$ cat src/rtl/calc_seq_ctrl.sv
// calc_seq_ctrl: sweeps candidate disparity places through topcalcunit and keeps the best (result, place).
module calc_seq_ctrl #(
  parameter int WIN     = 16,
  parameter int RES_LAT = 2,
  parameter int SEL_MAX = 1
) (
  input  logic        clk,
  input  logic        rst,
  input  logic        go,
  input  logic [5:0]  base,
  input  logic [5:0]  ncand_m1,
  input  logic        pix_rdy,
  input  logic [17:0] result,
  output logic        lstart,
  output logic [5:0]  startplace,
  output logic        startsig,
  output logic        work,
  output logic        valid,
  output logic        finalstart,
  output logic        change,
  output logic        busy,
  output logic        done,
  output logic [5:0]  best_place,
  output logic [17:0] best_result
);
  typedef enum logic [2:0] {IDLE, LOAD, STREAM, WAIT, CMP, NEXT, DONE} state_t;
  state_t      state_q, state_d;
  logic [9:0]  cnt_q, cnt_d;
  logic [5:0]  k_q, k_d, base_q, base_d, ncand_q, ncand_d, sp_q, sp_d, bpl_q, bpl_d;
  logic [17:0] bres_q, bres_d;
  logic        lstart_q, work_q, change_q, busy_q, done_q, better;
  always_comb begin
    state_d    = state_q;
    cnt_d      = cnt_q;
    k_d        = k_q;
    base_d     = base_q;
    ncand_d    = ncand_q;
    sp_d       = sp_q;
    bpl_d      = bpl_q;
    bres_d     = bres_q;
    valid      = pix_rdy && state_q == STREAM;
    startsig   = valid && cnt_q == 10'd0;
    finalstart = valid && cnt_q == 10'(WIN - 1);
    better     = (SEL_MAX != 0) ? result > bres_q : result < bres_q;
    case (state_q)
      IDLE: if (go) begin
        state_d = LOAD;
        base_d  = base;
        ncand_d = ncand_m1;
        k_d     = 6'd0;
        sp_d    = base;
      end
      LOAD: begin
        state_d = STREAM;
        cnt_d   = 10'd0;
      end
      STREAM: if (valid) begin
        cnt_d   = finalstart ? 10'd0 : cnt_q + 10'd1;
        state_d = finalstart ? WAIT : STREAM;
      end
      // the sample counter is reused to time the result latency
      WAIT: begin
        cnt_d   = (cnt_q == 10'(RES_LAT - 1)) ? 10'd0 : cnt_q + 10'd1;
        state_d = (cnt_q == 10'(RES_LAT - 1)) ? CMP : WAIT;
      end
      CMP: begin
        if (k_q == 6'd0 || better) begin
          bres_d = result;
          bpl_d  = sp_q;
        end
        state_d = (k_q < ncand_q) ? NEXT : DONE;
      end
      NEXT: begin
        k_d     = k_q + 6'd1;
        sp_d    = base_q + k_q + 6'd1;
        state_d = LOAD;
      end
      default: state_d = IDLE;
    endcase
  end
  always_ff @(posedge clk) begin
    if (rst) begin
      state_q  <= IDLE;
      cnt_q    <= '0;
      k_q      <= '0;
      base_q   <= '0;
      ncand_q  <= '0;
      sp_q     <= '0;
      bpl_q    <= '0;
      bres_q   <= '0;
      lstart_q <= 1'b0;
      work_q   <= 1'b0;
      change_q <= 1'b0;
      busy_q   <= 1'b0;
      done_q   <= 1'b0;
    end else begin
      state_q  <= state_d;
      cnt_q    <= cnt_d;
      k_q      <= k_d;
      base_q   <= base_d;
      ncand_q  <= ncand_d;
      sp_q     <= sp_d;
      bpl_q    <= bpl_d;
      bres_q   <= bres_d;
      lstart_q <= state_d == LOAD;
      work_q   <= state_d == STREAM;
      change_q <= state_d == NEXT;
      busy_q   <= state_d != IDLE;
      done_q   <= state_d == DONE;
    end
  end
  assign lstart      = lstart_q;
  assign startplace  = sp_q;
  assign work        = work_q;
  assign change      = change_q;
  assign busy        = busy_q;
  assign done        = done_q;
  assign best_place  = bpl_q;
  assign best_result = bres_q;
endmodule

$ cat config.mk
export PLATFORM = sky130hd
export DESIGN_NAME = calc_seq_ctrl
export DESIGN_NICKNAME = d
export VERILOG_FILES = /design/src/rtl/calc_seq_ctrl.sv
export SDC_FILE = /design/constraint.sdc
export NUM_CORES = 1
export LEC_CHECK = 0
export BUFFER_PORTS_ARGS = -buffer_cell sky130_fd_sc_hd__clkbuf_2
export CAP_MARGIN = 20
export CORE_ASPECT_RATIO = 0.5
export CORE_MARGIN = 10
export CORE_UTILIZATION = 30
export CTS_CLUSTER_SIZE = 16
export DETAILED_ROUTE_END_ITERATION = 8
export REMOVE_ABC_BUFFERS = 1
export SYNTH_ARGS = -nofsm -noshare
export SYNTH_HDL_FRONTEND = slang
export SYNTH_SLANG_ARGS = --single-unit
$ cat constraint.sdc
create_clock -name clk -period 2.7 [get_ports clk]
set_input_delay 0.54 -clock clk [delete_from_list [all_inputs] [get_ports clk]]
set_output_delay 0.54 -clock clk [all_outputs]
set_load 0.03 [all_outputs]
---- Yosys cells after proc, flatten, opt, wreduce, memory -nomap -nowiden ----
Index checks and enable logic that the tools add are counted.
cells by class
  $add $sub $neg .......................... 4
  $lt $le $gt $ge ......................... 2
  eq/ne operators ......................... 13
  mux-type cells .......................... 14
  reductions and logical operators ........ 14
operators with widths
  operator                                                          number
  10-bit 2-to-1 mux                                                 3
  10-bit case mux with 3 select lines                               1
  6-bit case mux with 2 select lines                                2
  18-bit greater-than comparator                                    1
  3-bit case mux with 6 select lines                                1
  6-bit by 1-bit adder with 6-bit output, second input constant     2
  3-bit == test, second input constant                              4
  6-bit 2-to-1 mux                                                  2
  10-bit by 1-bit adder with 10-bit output, second input constant   1
  10-bit by 1-bit == test with 1-bit output, second input constant  1
  10-bit by 4-bit == test with 1-bit output, second input constant  1
  10-bit logical NOT                                                1
  3-bit by 2-bit == test with 1-bit output, second input constant   3
  3-bit 2-to-1 mux                                                  3
  2-bit AND reduction                                               4
  6-bit adder                                                       1
  3-bit by 1-bit == test with 1-bit output, second input constant   2
  6-bit logical NOT                                                 1
  6-bit < comparator                                                1
  3-bit nonzero test                                                2
  2-bit inequality test, second input constant                      2
  1-bit logical AND                                                 3
  3-bit logical NOT                                                 1
  2-bit 2-to-1 mux                                                  1
  other kinds (3)                                                   3
word-level totals
  register bits ........................... 66
  input port bits ......................... 34
  output and inout port bits .............. 38
  word-level logic and storage cells ...... 60

---- Depth between registers and ports, before layout ----
  depth after elaboration ................. 7
  gate-level depth with buffers ........... 9
  gate-level depth less buffers ........... 9

---- Worst setup path before layout ----
OpenSTA, ideal clock, no wires.
  path kind ............................... reg2reg
  start ................................... register bres_q[13], in the netlist best_result[13]
  end ..................................... register bpl_q[3], in the netlist best_place[3]
  library setup time ...................... 0.128 ns
  arrival ................................. 2.501 ns
  data required time ...................... 2.572 ns
  path slack .............................. 0.072 ns
  cell stages (with the launch flop) ...... 10
  buffers on the path ..................... 1
  clock period less this slack ............ 2.628 ns
  cells stage by stage .................... dfxtp_1 inv_1 ha_1 nand2_1 or4_4 a311o_1 a41oi_4 buf_6 mux2i_1 nor2_1
on the way
  cells in the longest elaborated chain, start to end .. 3
RTL lines
  what                                  RTL line  source
  start, declared                       30        logic [17:0] bres_q, bres_d;
  start signal, assigned                104       bres_q <= bres_d;
  18-bit greater-than comparator        44        better = (SEL_MAX != 0) ? result > bres_q : result < bres_q;
  1-bit logical OR                      67        if (k_q == 6'd0 || better) begin
  2-bit AND reduction (no source line)  --
  end signal, assigned                  103       bpl_q <= bpl_d;
  end, declared                         29        logic [5:0] k_q, k_d, base_q, base_d, ncand_q, ncand_d, sp_q, sp_d, bpl_q, bpl_d;
Every way passes these cells.
A chain may end at the register's enable or synchronous reset.

---- Worst setup path after layout ----
  start ................................... register bres_q[13], in the netlist best_result[13]
  end ..................................... register bres_q[13], in the netlist best_result[13]
on the way
  cells in the longest elaborated chain, start to end .. 3
RTL lines
  what                                  RTL line
  18-bit greater-than comparator        44
  1-bit logical OR                      67
  2-bit AND reduction (no source line)  --
Every way passes these cells.

==> impl_results.md <==
- Synth Flop Type: dfxtp_1
- Yosys warning count: 0
- Slew @ Worst Pin: slightly below 0.6 ns
- Cells along the critical path: inv_1, ha_1, nand2_1, or4_4, a311o_1, a41oi_4, buf_12, mux2i_1, nor2_1
- Status: finished, final reports clean
- Clock share of power: ~50%
- RSZ-0062 raised after global routing: no
- Detail Route Antenna Nets: 0
- Initial DRC Count: 130
- Post-route worst hold slack: 0.430 ns
- N_diodes: 0
- Worst EP arrival: 2.67 ns
- Layout cell share with drive strength beyond 1: 22.2%
- CTS buffer count: 9
- Worst reg2reg setup slack: 0.23 ns
- Initial antenna violation count: 0
- Fillers: around 1200
- Vias in the first global route: 2858
- Slowest CP cell: or4_4
- Yosys cell types: 45
- Fin crit share: between 90% and 100%
- Slew Viols, Final: 0
- Flop pwr share: 40.1%
- GPL Wtd Cong: ~0.77
- Placed cell count: 601
- Pleak: 1.79 nW
- Routed WL: 8.12 mm
- Comb power frac: 9.9%
- Core area: around 0.011 mm²
- Critical Path RT: 2.90 ns
- # Post-CTS Setup Buffers: 0
- Total iterations of the first detailed-routing run: 4
- Net Sw Frac: 23.8%
- DIE AREA: 0.0162 mm²
- Depth of the CTS H-tree: 3
- Worst path max stage delay: about 0.55 ns
- Cell family with most CP delay: simple AND/OR/NAND/NOR gates
- Crit Path Max Fanout: 12
- Starting Density: between 30% and 40%
- GRT Total Usage: between 10% and 20%
- Area delta synth->final: 26.3%
- Post-synth EDFFs: 0
- Setup violators final: 0
- Slew HR: 60.9%
- Clk root buf: clkbuf_16
- Total vias in the final route: roughly 2800
- Crit start category: flip-flop
- PwrDens: 603 mW/mm²
- Hold Path Class: input pin to flip-flop
- Clk buf depth: 2
- Global-route wire length before repair: 13.7 mm
- Max Cap Viol: 0
- Gr ovfl total: 0
- Peak VDD IR: 0.000249 V
- Vias per cell: 4.58
- IO Pins: 72
- #FFs+latches synth: 66
- Syn_area_per_cell: 8.66 µm²
- Synthesized netlist cell count: 391
- Clock slew seen by the registers of the worst setup and hold paths: ~0.050 ns
- Non-Filler Instances: ~600
- CP Class: flip-flop to flip-flop
- Final Hold Fails: 0
- Post-route minimum period: around 2.5 ns
- Seq/Total Area, Yosys: 39.0%
- HPWL after detailed placement: 6.17 mm
- # rows: 27
- Routed length per instance: 13.2 µm
- Clock Sinks: 66
- Post-CTS Hold Buffers: 0
- Pint: between 1.5 and 2 mW
- Worst skew pair latency: 0.34 ns
- Largest net degree at the start of global routing: 27
- DRC Markers: 0
- Async S/R FF share, synth: 0%
- Highest clock rate: roughly 0.40 GHz
- Worst-case clock skew: 0.00756 ns
- Post-CTS sizing: 0
- Die boundary height: 95.1 µm
- Setup crit end kind: flip-flop
- Worst Path Buf+Inv: 2
- CTS tree: built
- Post-synth design cell area: 0.00339 mm²
- Chip width: 170 µm
- # port buffers: 71
- Nets@finish: 535
- Psw: a little over 0.6 mW
[flip-flops by register name, summed over array words and instances (netlist names)]
name	count
best_place	6
best_result	18
cnt_q	10
k_q	6
change	1
work	1
state_q	3
done	1
ncand_q	6
base_q	6
lstart	1
busy	1
startplace	6
[final timing paths]
path	endpoint	startpoint	depth (start not counted)
setup / recovery	best_result[13]$_SDFFE_PP0P_	best_result[13]$_SDFFE_PP0P_	9
hold / removal	ncand_q[5]$_SDFFE_PP0P_	ncand_m1[5]	3
setup reg to reg	best_result[13]$_SDFFE_PP0P_	best_result[13]$_SDFFE_PP0P_	9
hold reg to reg	ncand_q[5]$_SDFFE_PP0P_	ncand_q[5]$_SDFFE_PP0P_	2
[logic make-up after synthesis]
logic type | after synthesis | share of synthesized area, %
xor+xnor | 16 | 4.14
mux | 24 | 7.09
buf+inv | 47 | 5.73
simple gates | 138 | 18.7
flops | 66 | 39.0
compound gates | 66 | 12.5
fa+ha+maj | 34 | 12.8
[power by group through the flow]
stage               clock network, mW  logic, mW  registers, mW
finish                           1.29      0.256           1.03
global route                     1.37      0.291           1.04
CTS                              1.32      0.260           1.03
detailed placement                  0      0.259           1.05
global placement                    0      0.257           1.05
floorplan                           0      0.134           1.07
[area by class of cell]
class | instances | area [µm²] | area share (%)
clock inverter | 4 | 73.8 | 1.73
tap | 145 | 181 | 4.24
multi-input combinational | 278 | 1870 | 43.8
clock buffer | 12 | 256 | 6.00
sequential | 66 | 1320 | 30.9
timing repair buffer | 81 | 455 | 10.6
inverter | 31 | 116 | 2.72
[through the flow]
stage,instance area (µm²),setup slack [ns],TNS (ns),power (mW),utilization [%]
6_report,4280,0.229,0,2.58,38.8
5_1_grt,4280,0.0511,0,2.70,38.8
3_5_place_dp,3950,-0.0343,-0.415,1.31,35.8
4_1_cts,4280,0.213,0,2.62,38.8
3_3_place_gp,3950,0.00722,0,1.31,35.8
2_1_floorplan,3310,-0.203,-4.87,1.20,-
[tightest hold or removal path, stage by stage]
cell	delay (ns)
clkbuf_2	0.08
nand2_1	0.04
a21oi_1	0.05
[layout by cell type (no fill, tap or decap), types with 3 or more instances in the layout]
cell and count:
clkbuf_16 9, a21o_1 7, ha_1 33, o21ai_0 8, or2_2 3, nand2_1 43
inv_1 31, nor4_1 5, mux2i_1 24, nor3_1 5, clkbuf_2 71, a21oi_1 33
buf_4 8, xor2_1 10, dfxtp_1 66, nand3_1 10, a31oi_1 3, xnor2_1 6
nand4_1 7, nor2_1 50
[Yosys cell counts, types with 3 or more instances]
cell | number | area share [%]
dfxtp_1 | 66 | 39
nor2_1 | 50 | 5.5
nand2_1 | 43 | 4.8
a21oi_1 | 33 | 4.9
ha_1 | 33 | 12
inv_1 | 31 | 3.4
mux2i_1 | 24 | 7.1
clkbuf_1 | 11 | 1.2
nand3_1 | 10 | 1.5
xor2_1 | 10 | 2.6
o21ai_0 | 8 | 1.2
a21o_1 | 7 | 1.6
nand4_1 | 7 | 1.3
xnor2_1 | 6 | 1.6
nor3_1 | 5 | 0.74
nor4_1 | 5 | 0.92
a31oi_1 | 3 | 0.55
or2_2 | 3 | 0.55
[per-layer routing]
layer  up-vias  GRT usage, %  routed length [µm]
met2        43          18.8                3730
li1       1493             -                   -
met5         -             0                   0
met3         9          3.92                 406
met4         0          4.79                 124
met1      1281          11.3                3850
Note: power is estimated with default switching activity, not from simulation.
